==> src/rtl/dmem_arb_pkg.sv <==
// Shared types and constants for the data-memory arbiter slice.
package dmem_arb_pkg;

  localparam int unsigned NUM_REQ = 2;
  localparam int unsigned AW      = 32;
  localparam int unsigned DW      = 32;

  typedef enum logic [1:0] {
    IDLE,
    ISSUE,
    RESP
  } state_t;

  typedef logic req_id_t;

  function automatic logic [NUM_REQ-1:0] id_onehot(input req_id_t id);
    return id ? 2'b10 : 2'b01;
  endfunction

endpackage

==> src/rtl/rr_arbiter2.sv <==
// Two-way round-robin grant: a lone requester wins, a tie goes to prio.
module rr_arbiter2 (
  input  logic [1:0] req,
  input  logic       prio,
  output logic [1:0] grant
);

  always_comb begin
    grant = '0;
    case (req)
      2'b01:   grant = 2'b01;
      2'b10:   grant = 2'b10;
      2'b11:   grant = prio ? 2'b10 : 2'b01;
      default: grant = '0;
    endcase
  end

endmodule

==> src/rtl/dmem_arbiter.sv <==
// Round-robin arbiter/sequencer sharing one data memory between two requesters.
// Optional alignment checking is enabled by defining DMEM_ARB_ALIGN_CHECK_EN.
module dmem_arbiter #(
  parameter int unsigned AW = dmem_arb_pkg::AW,
  parameter int unsigned DW = dmem_arb_pkg::DW
) (
  input  logic          clk,
  input  logic          rst,
  input  logic [1:0]    req_valid,
  output logic [1:0]    req_ready,
  input  logic [1:0]    req_we,
  input  logic [AW-1:0] req_addr  [2],
  input  logic [DW-1:0] req_wdata [2],
  output logic [1:0]    rsp_valid,
  output logic [DW-1:0] rsp_rdata,
  output logic [1:0]    rsp_err,
  output logic [AW-1:0] mem_addr,
  output logic [DW-1:0] mem_wdata,
  output logic          mem_r,
  output logic          mem_w,
  input  logic [DW-1:0] mem_rdata
);

  import dmem_arb_pkg::*;

  state_t        state_q, state_d;
  req_id_t       owner_q, owner_d;
  logic          prio_q, prio_d;
  logic          we_q, we_d;
  logic          err_q, err_d;
  logic [AW-1:0] addr_q, addr_d;
  logic [DW-1:0] wdata_q, wdata_d;
  logic [DW-1:0] rdata_q, rdata_d;

  logic [1:0]    grant;
  req_id_t       win_id;
  logic          accept;
  logic          misalign;
  logic          issue;

  rr_arbiter2 u_rr (
    .req   (req_valid),
    .prio  (prio_q),
    .grant (grant)
  );

  assign win_id    = grant[1];
  assign req_ready = (state_q == IDLE && !rst) ? grant : '0;
  assign accept    = |req_ready;

`ifdef DMEM_ARB_ALIGN_CHECK_EN
  assign misalign  = |req_addr[win_id][1:0];
`else
  assign misalign  = 1'b0;
`endif

  always_comb begin
    state_d = state_q;
    owner_d = owner_q;
    prio_d  = prio_q;
    we_d    = we_q;
    err_d   = err_q;
    addr_d  = addr_q;
    wdata_d = wdata_q;
    rdata_d = rdata_q;
    case (state_q)
      IDLE: begin
        if (accept) begin
          state_d = ISSUE;
          owner_d = win_id;
          prio_d  = ~win_id;
          we_d    = req_we[win_id];
          err_d   = misalign;
          addr_d  = req_addr[win_id];
          wdata_d = req_wdata[win_id];
        end
      end
      ISSUE: begin
        state_d = RESP;
        // Writes and rejected accesses report zero data.
        rdata_d = (we_q || err_q) ? '0 : mem_rdata;
      end
      RESP:    state_d = IDLE;
      default: state_d = IDLE;
    endcase
  end

  always_ff @(posedge clk) begin
    if (rst) begin
      state_q <= IDLE;
      owner_q <= 1'b0;
      prio_q  <= 1'b0;
      we_q    <= 1'b0;
      err_q   <= 1'b0;
      addr_q  <= '0;
      wdata_q <= '0;
      rdata_q <= '0;
    end else begin
      state_q <= state_d;
      owner_q <= owner_d;
      prio_q  <= prio_d;
      we_q    <= we_d;
      err_q   <= err_d;
      addr_q  <= addr_d;
      wdata_q <= wdata_d;
      rdata_q <= rdata_d;
    end
  end

  assign issue     = (state_q == ISSUE);
  assign mem_addr  = addr_q;
  assign mem_wdata = wdata_q;
  assign mem_r     = issue && !we_q && !err_q;
  assign mem_w     = issue &&  we_q && !err_q;
  assign rsp_valid = (state_q == RESP) ? id_onehot(owner_q) : '0;
  assign rsp_rdata = rdata_q;

`ifdef DMEM_ARB_ALIGN_CHECK_EN
  assign rsp_err   = (state_q == RESP && err_q) ? id_onehot(owner_q) : '0;
`else
  assign rsp_err   = '0;
`endif

endmodule

==> config.mk <==
export PLATFORM = sky130hd
export DESIGN_NAME = dmem_arbiter
export DESIGN_NICKNAME = d
export VERILOG_FILES = /design/src/rtl/dmem_arb_pkg.sv /design/src/rtl/rr_arbiter2.sv /design/src/rtl/dmem_arbiter.sv
export SDC_FILE = /design/constraint.sdc
export NUM_CORES = 1
export LEC_CHECK = 0
export ABC_AREA = 0
export BUFFER_PORTS_ARGS = -buffer_cell sky130_fd_sc_hd__clkbuf_2
export CAP_MARGIN = 25
export CORE_UTILIZATION = 38
export DETAILED_ROUTE_END_ITERATION = 6
export GPL_ROUTABILITY_DRIVEN = 0
export PLACE_DENSITY = 0.76
export RECOVER_POWER = 25
export SYNTH_ARGS = -nofsm -noshare
export SYNTH_HDL_FRONTEND = slang
export SYNTH_SLANG_ARGS = --single-unit
==> constraint.sdc <==
create_clock -name clk -period 1.5 [get_ports clk]
set_input_delay 0.075 -clock clk [delete_from_list [all_inputs] [get_ports clk]]
set_output_delay 0.075 -clock clk [all_outputs]
set_load 0.005 [all_outputs]
After elaboration in Yosys (flattened, before gate mapping)
Cells that the tools add are included.

storage, ports and cells
  flip-flop bits (word level) = 101
  input bits = 166
  output and inout port bits = 104
  word-level logic and storage cells = 41

operators by class
  magnitude comparators = 2
  equality and inequality tests = 6
  mux-type cells = 16
  bitwise logic cells = 2
  reduce and logical (&&, ||, !) cells = 8

operator list
  operator              count
  $mux W32              7
  $mux W2               5
  $eq A2 B2 Y1 const B  3
  $pmux W2 S3           1
  $eq A2 B1 Y1 const B  2
  $pmux W2 S2           1
  $logic_and A1 B1 Y1   3
  $ge A2 B2 Y1 const B  1
  $logic_not A1 Y1      2
  $logic_not A2 Y1      1
  $lt A1 B2 Y1 const B  1
  $mux W1               2
  $ne A2 B2 Y1 const B  1
  $not A1 Y2            1
  $reduce_and A2 Y1     1
  $reduce_or A2 Y1      1
  $not A1 Y1            1

Depth between registers and ports, before layout
Gate-level depths: netlist of run 1.

  depth in word-level cells = 6
  gate-level depth with buffers = 6
  depth with buffers taken out = 3

Cells and area by module
From an unflattened synthesis of run 1, not the netlist that was laid out.

unflattened totals
  cells, all modules = 465
  area, all modules = 4,616.9 µm²

by module, submodules not included
  module        times used  cells an instance  area an instance (µm²)  seq. area each (µm²)
  dmem_arbiter  1           462                4,598.2                 2,021.9
  rr_arbiter2   1           3                  18.8                    0.0

Least setup slack after synthesis of run 1
Ideal clock, no wire load.

  kind = register to register
  start = reg state_q[1]
  end = reg addr_q[0] (netlist: mem_addr[0])
  setup time = 0.059 ns
  arrival time = 1.491 ns
  data required time = 1.441 ns
  setup slack = -0.051 ns
  cell stages (with the launch flop) = 6
  path buffers = 2
  clock period less this slack = 1.551 ns
  cells stage by stage = dfxtp_1 > or3_1 > buf_6 > nor3b_4 > buf_6 > a221o_1

between the ends
  longest elaborated chain between the ends = 5

RTL lines
  item                                RTL line             source
  from (decl)                         dmem_arbiter.sv:26   state_t state_q, state_d;
  from (signal assigned)              dmem_arbiter.sv:99   state_q <= state_d;
  $logic_not A2 Y1                    dmem_arbiter.sv:48   assign req_ready = (state_q == IDLE && !rst) ? grant : '0;
  $logic_and A1 B1 Y1                 dmem_arbiter.sv:48
  $mux W2                             dmem_arbiter.sv:48
  named net req_ready[1]              dmem_arbiter.sv:10   output logic [1:0] req_ready,
  $reduce_or A2 Y1                    dmem_arbiter.sv:49   assign accept = |req_ready;
  $reduce_and A2 Y1 (no source line)  n/a
  to (signal assigned)                dmem_arbiter.sv:104  addr_q <= addr_d;
  to (decl)                           dmem_arbiter.sv:31   logic [AW-1:0] addr_q, addr_d;

The timed path passes the listed nets, and every way through them passes these cells.
A chain may end at the register's enable or synchronous reset.

Worst setup path after layout of run 1
  start = reg state_q[0]
  end = out req_ready[1]

between the ends
  longest elaborated chain between the ends = 3

RTL lines
  item                 RTL line
  $logic_not A2 Y1     dmem_arbiter.sv:48
  $logic_and A1 B1 Y1  dmem_arbiter.sv:48
  $mux W2              dmem_arbiter.sv:48
  to (decl)            dmem_arbiter.sv:10

No other way between the ends.

==> results.md, run 1 <==
* CTS Root Cell: clkbuf_8
* Final Cell Area at 7510 µm²
* Met2 routed WL at 8.66 mm
* Wire per inst at 17.5 µm
* Top Ports at 270
* Worst hold slack at 31.3 ps
* Slowest stage delay, CP at 390 ps
* P_leak at 3.52 nW
* Crit path max fanout at 3
* Sequential share of the synthesized area at 0.475
* Post-Route WL at 17.1 mm
* Status: finished, violations left
* Clock latency on the worst-skew pair at 360 ps
* CP max-delay cell: or3_4
* Worst-margin pin slew at 594 ps
* Worst path arrival time at 1580 ps
* Post-synthesis mux area share at 0
* Yosys cell types at 27
* CTS tree: built
* Final ANT Viol Nets at 0
* GRT overflow at 0
* Post-route minimum period at 1650 ps
* Die Wd at 108 µm
* Area growth, synth to finish at 76.4%
* CP Capture Type: primary output
* GRT Total Usage at 0.268
* Compound-gate portion of the synthesized area at 0.183
* Critical path buffers and inverters at 2
* Number of flops mapped to enable cells by yosys at 0
* M1 wire length at 6.51 mm
* Most common cell after layout, fill and taps aside: clkbuf_2
* Placed cell area at 5730 µm²
* CP required at 1420 ps
* CTS sink cnt at 101
* Via count at 5310
* Die ar. at 11600 µm²
* Top sig layer: met4
* Vias per cell at 5.44
* PwrDens at 902 nW/µm²
* Clock Skew at 9.92 ps
* Routed wl met3 at 1.18 mm
* Initial drt markers at 412
* Num CTS Buffers at 9
* Longest Clk Path Bufs at 2
* Final Max Slew Viols at 0
* Final Hold Viols at 0
* Most frequent cells in the layout: 246 x clkbuf_2, 99 x dfxtp_1, 83 x dlygate4sd3_1
* Cells after synthesis at 481
* Ys async rst share at 0
* Synth Cell Area at 4260 µm²
* Core Box Area at 10900 µm²
* Main flop type after synthesis: dfxtp_1
* Largest net degree at the start of global routing at 51
* Initial antenna violation count at 0
* Kind of critical path: flip-flop to primary output
* Worst setup SP type: flip-flop
* Max-cap violation count at 0
* DIE HEIGHT at 108 µm
* Number of H-tree levels at 3
* Worst Setup Slack, final at -152 ps
* Final cell count without fillers at 976
* Vias in the first global route at 5036
* Final setup viols at 54
* Slew margin rel. at 0.604
* First-pass iteration count of the detailed router at 7
* Final setup TNS at -4260 ps
* Initial Utilization at 0.391
* Dpl cells at 855
* RSZ-0062 raised after global routing: true
* HP Class: input pin to flip-flop
* IO buf count at 267
* Period utilization at 1.10
* Critical path, cell by cell: or3_4 > nor3b_4 > buf_12 > buf_6
* Power Total at 6.77 mW
* Combinational family with the most area after synthesis: simple AND/OR/NAND/NOR gates
* Global-route wire length before repair at 24.2 mm
* Synth warnings at 0
* Dpl hpwl at 9.56 mm
* Clock-pin slew on the worst setup and hold paths at 90 ps
* FP Rows at 38
* Fin nets at 998
* Max Freq at 605 MHz
* Max rail drop VDD at 0.000614 V
* Adder-cell share of the synthesized area at 0
* Share of layout cells above drive strength 1 at 0.416
* #FFs+latches synth at 101
* Mapped Avg Cell Area at 8.85 µm²
* Post-synthesis xor/xnor area fraction at 0
* N_diodes at 0
* DR DRC count at 0
* Failing checks: negative setup slack
* Crit path max-delay family: simple AND/OR/NAND/NOR gates
* Simple-gate portion of the synthesized area at 0.236
cell usage after synthesis (2+ instances only):
cell type	n	area [µm²]
nor2b_1	3	18.8
a221o_1	51	510
dfxtp_1	101	2020
nor4_1	14	87.6
nand3b_1	33	248
nor2_1	4	15.0
buf_4	2	15.0
buf_1	2	7.51
buf_6	6	67.6
a21oi_1	49	245
nand2_1	32	120
clkbuf_1	35	131
inv_1	52	195
or2_1	2	12.5
buf_2	6	30.0
nor4b_1	14	123
nor3_1	65	325
registers in the layout, indices dropped and copies added (netlist names):
signal and cells:
rsp_rdata 32, state_q 2, mem_addr 32, prio_q 1
owner_q 1, mem_wdata 32, we_q 1
routing by layer:
metal  global-route usage  vias to the layer above
met5                    0                        -
met4                0.166                        0
met3               0.0521                       74
met2                0.465                      309
met1                0.301                     2502
li1                     -                     2425
path summary, 6_finish.rpt:
path                              startpoint      endpoint  slack [ps]  cells past startpoint
worst max-delay path              state_q[0]  req_ready[1]        -150                      4
worst min-delay path            req_valid[0]        prio_q          30                      3
worst max register to register    state_q[0]   mem_addr[1]        -130                      6
worst min register to register  rsp_rdata[8]  rsp_rdata[8]         460                      2
area by class of cell:
class | instances | area, µm²
fill | 803 | 3380
timing repair buffer | 390 | 2790
multi-input combinational | 278 | 2110
sequential | 101 | 2020
inverter | 52 | 195
tap | 140 | 175
clock buffer | 12 | 165
clock inverter | 3 | 43.8
cells by family after synthesis:
| kind of cell | count (synthesis) |
|---|---|
| AOI/OAI and AO/OA | 103 |
| and+or+nand+nor | 173 |
| other | 1 |
| DFF | 101 |
| buffers and inverters | 103 |
worst min-delay path, delay by kind of cell:
family	cells	cell delay (ps)
buf+inv	1	110
compound gates	2	170
repair_timing:
item                                   CTS  global route
setup endpoints to repair               55            63
cloned                                   6             4
setup buffers                            8             7
endpoints found under the hold margin   83             0
gates resized for setup                 23            63
hold buffers                            83             0
pin swaps                                2             5
stage by stage:
step	worst slack (ps)	util
2_1_floorplan	-36.3	-
3_3_place_gp	-54.6	0.526
3_5_place_dp	-93.8	0.526
4_1_cts	-140	0.649
5_1_grt	-190	0.689
6_report	-152	0.689
report_power, final:
group,switching [mW],internal [mW],total [mW]
clock network,0.923,0.901,1.82
registers,0.150,2.93,3.08
logic,0.862,1.01,1.87
total,1.94,4.83,6.77
No activity file was read; power rests on OpenSTA's default activity.
==> run 2, diff against run 1 <==
--- a/config.mk
+++ b/config.mk
@@ -13,3 +13,3 @@
 export GPL_ROUTABILITY_DRIVEN = 0
-export PLACE_DENSITY = 0.76
+export PLACE_DENSITY = 0.73
 export RECOVER_POWER = 25
==> constraint.sdc (replaced) <==
create_clock -name clk -period 2.1 [get_ports clk]
set_input_delay 0.105 -clock clk [delete_from_list [all_inputs] [get_ports clk]]
set_output_delay 0.105 -clock clk [all_outputs]
set_load 0.01 [all_outputs]
==> results.md, run 2 (synthesis gave the netlist of run 1 again) <==
* Status: finished, final reports clean
* Die ar. at 11600 µm² (unchanged)
* IO buf count at 267 (unchanged)
* DR DRC count at 0 (unchanged)
* Crit path max fanout at 26 (+23)
* Final Cell Area at 6570 µm² (-12%)
* Max Freq at 496 MHz
* Clock Skew at 9.38 ps (-0.539 ps)
* Clock-pin slew on the worst setup and hold paths at 90 ps (about the same)
* Area growth, synth to finish at 54.5%
* Placed cell area at 5640 µm² (-1.5%)
* Slew margin rel. at 0.359 (-0.245)
* Vias per cell at 5.35 (-1.7%)
* Dpl cells at 849 (-0.70%)
* Top Ports at 270 (unchanged)
* Largest net degree at the start of global routing at 58 (+14%)
* Period utilization at 0.959
* Most frequent cells in the layout: 217 x clkbuf_2, 101 x dfxtp_1, 79 x dlygate4sd3_1
* Final setup viols at 0 (-100%)
* Clock latency on the worst-skew pair at 360 ps (about the same)
* HP Class: input pin to flip-flop
* Kind of critical path: flip-flop to primary output
* CP endpoint: req_ready[1]
* Final Max Slew Viols at 0 (unchanged)
* R2r setup slk at 330 ps (+460 ps)
* Worst setup SP type: flip-flop
* Final setup TNS at 0 ps (+4260 ps)
* Core Box Area at 10900 µm² (unchanged)
* Initial Utilization at 0.391 (unchanged)
* Fin nets at 967 (-3.1%)
* FP Rows at 38 (unchanged)
* Wire per inst at 15.8 µm (-9.9%)
* Post-route minimum period at 2010 ps
* CP max-delay cell: or3_2
* Crit Reg-Reg Startpoint: state_q[1]
* N_diodes at 0 (unchanged)
* CTS tree: built
* P_leak at 3.03 nW (-14%)
* CTS Root Cell: clkbuf_8
* Post-Route WL at 14.9 mm (-13%)
* RSZ-0062 raised after global routing: false
* Via count at 5057 (-4.8%)
* Most common cell after layout, fill and taps aside: clkbuf_2
* Number of H-tree levels at 3 (unchanged)
* Crit. Startpoint: state_q[1]
* CP required at 2000 ps (+580 ps)
* GRT overflow at 0 (unchanged)
* Worst-margin pin slew at 962 ps (+368 ps)
* GRT Total Usage at 0.246 (-0.0219)
* Share of layout cells above drive strength 1 at 0.306 (-0.110)
* Initial antenna violation count at 0 (unchanged)
* Critical path, cell by cell: or3_2 > nor3b_4 > buf_12 > clkbuf_2
* CTS sink cnt at 101 (unchanged)
* Initial drt markers at 356 (-14%)
* Num CTS Buffers at 9 (unchanged)
* Slowest stage delay, CP at 540 ps (+150 ps)
* Power Total at 4.42 mW (-35%)
* Final Util at 0.604 (-0.0856)
* Fillers at 980 (+22%)
* Dpl hpwl at 8.89 mm (-7.1%)
* Die Wd at 108 µm (unchanged)
* Final Hold Viols at 0 (unchanged)
* Global-route wire length before repair at 22.8 mm (-5.7%)
* Worst path arrival time at 1910 ps (+330 ps)
* First-pass iteration count of the detailed router at 6 (-1)
* Max rail drop VDD at 0.000334 V (-46%)
* Longest Clk Path Bufs at 2 (unchanged)
* Vias in the first global route at 4887 (-3.0%)
* CP Capture Type: primary output
* Endpoint of the worst register-to-register path: mem_addr[17]
* Final cell count without fillers at 946 (-3.1%)
* Worst R2R Path Depth at 3 (-3)
* PwrDens at 672 nW/µm² (-25%)
* Final ANT Viol Nets at 0 (unchanged)
* Max-cap violation count at 0 (unchanged)
* DIE HEIGHT at 108 µm (unchanged)
## run 2: changes by cell type in the layout (fill, tap and decap cells not counted), sizes merged
| cell | before | now |
|---|---|---|
| buf | 37 | 12 |
| dlygate4sd3 | 83 | 79 |
| clkbuf | 280 | 283 |
| bufbuf | 2 | 0 |
| bufinv | 1 | 0 |
| clkinv | 2 | 1 |
## run 2: layer usage
layer	up-vias	GRT usage	part of all wire
met3	54	0.0521	0.062
met4	0	0.157	0.041
met1	2401	0.273	0.39
met5	-	0	0
li1	2354	-	-
met2	248	0.427	0.50
## run 2: through the flow
| stage | setup WS, ps | hold slack (ps) |
|---|---|---|
| 6_report | 85.2 | 18.5 |
| 5_1_grt | 19.2 | 0.807 |
| 4_1_cts | 35.6 | 0.619 |
| 3_5_place_dp | 434 | 335 |
| 3_3_place_gp | 462 | 327 |
| 2_1_floorplan | 539 | 244 |
## run 2: worst max-delay path: cells and delay by family, from the launching register on
| family | cells | cell delay, ps |
|---|---|---|
| buf+inv | 2 | 370 |
| flops | 1 | 370 |
| simple gates | 2 | 810 |
## run 2: worst min path at each step
stage          slack (ps)     startpoint            end  cells past startpoint
2_1_floorplan         240    req_addr[0]    mem_addr[0]                      1
3_3_place_gp          330  req_wdata[12]  mem_wdata[12]                      2
3_5_place_dp          330   req_addr[25]   mem_addr[25]                      2
4_1_cts               0.6   mem_rdata[5]   rsp_rdata[5]                      3
5_1_grt               0.8   mem_rdata[5]   rsp_rdata[5]                      3
6_report               20   mem_rdata[5]   rsp_rdata[5]                      3
## run 2: layout make-up
| cell class | count | area (µm²) | area share |
|---|---|---|---|
| Timing Repair Buffer | 359 | 2200 | 0.335 |
| Inverter | 52 | 195 | 0.0297 |
| Tap cell | 140 | 175 | 0.0266 |
| Sequential cell | 101 | 2020 | 0.308 |
| Clock inverter | 1 | 5.00 | 0.000761 |
| Multi-Input combinational cell | 278 | 1810 | 0.275 |
| Clock buffer | 15 | 166 | 0.0253 |
## run 2: repair_timing
item | CTS | global route
hold buffers | 79 | 0
resized for setup | 0 | 0
buffers inserted | 0 | 1
endpoints found under the hold margin | 79 | 0
endpoints found under the setup margin | 0 | 1
## run 2: power breakdown
group / leakage (nW) / switching (mW) / internal (mW)
clock network: 0.0877 / 0.629 / 0.498
logic: 2.11 / 0.572 / 0.523
registers: 0.831 / 0.104 / 2.09
total: 3.03 / 1.31 / 3.11
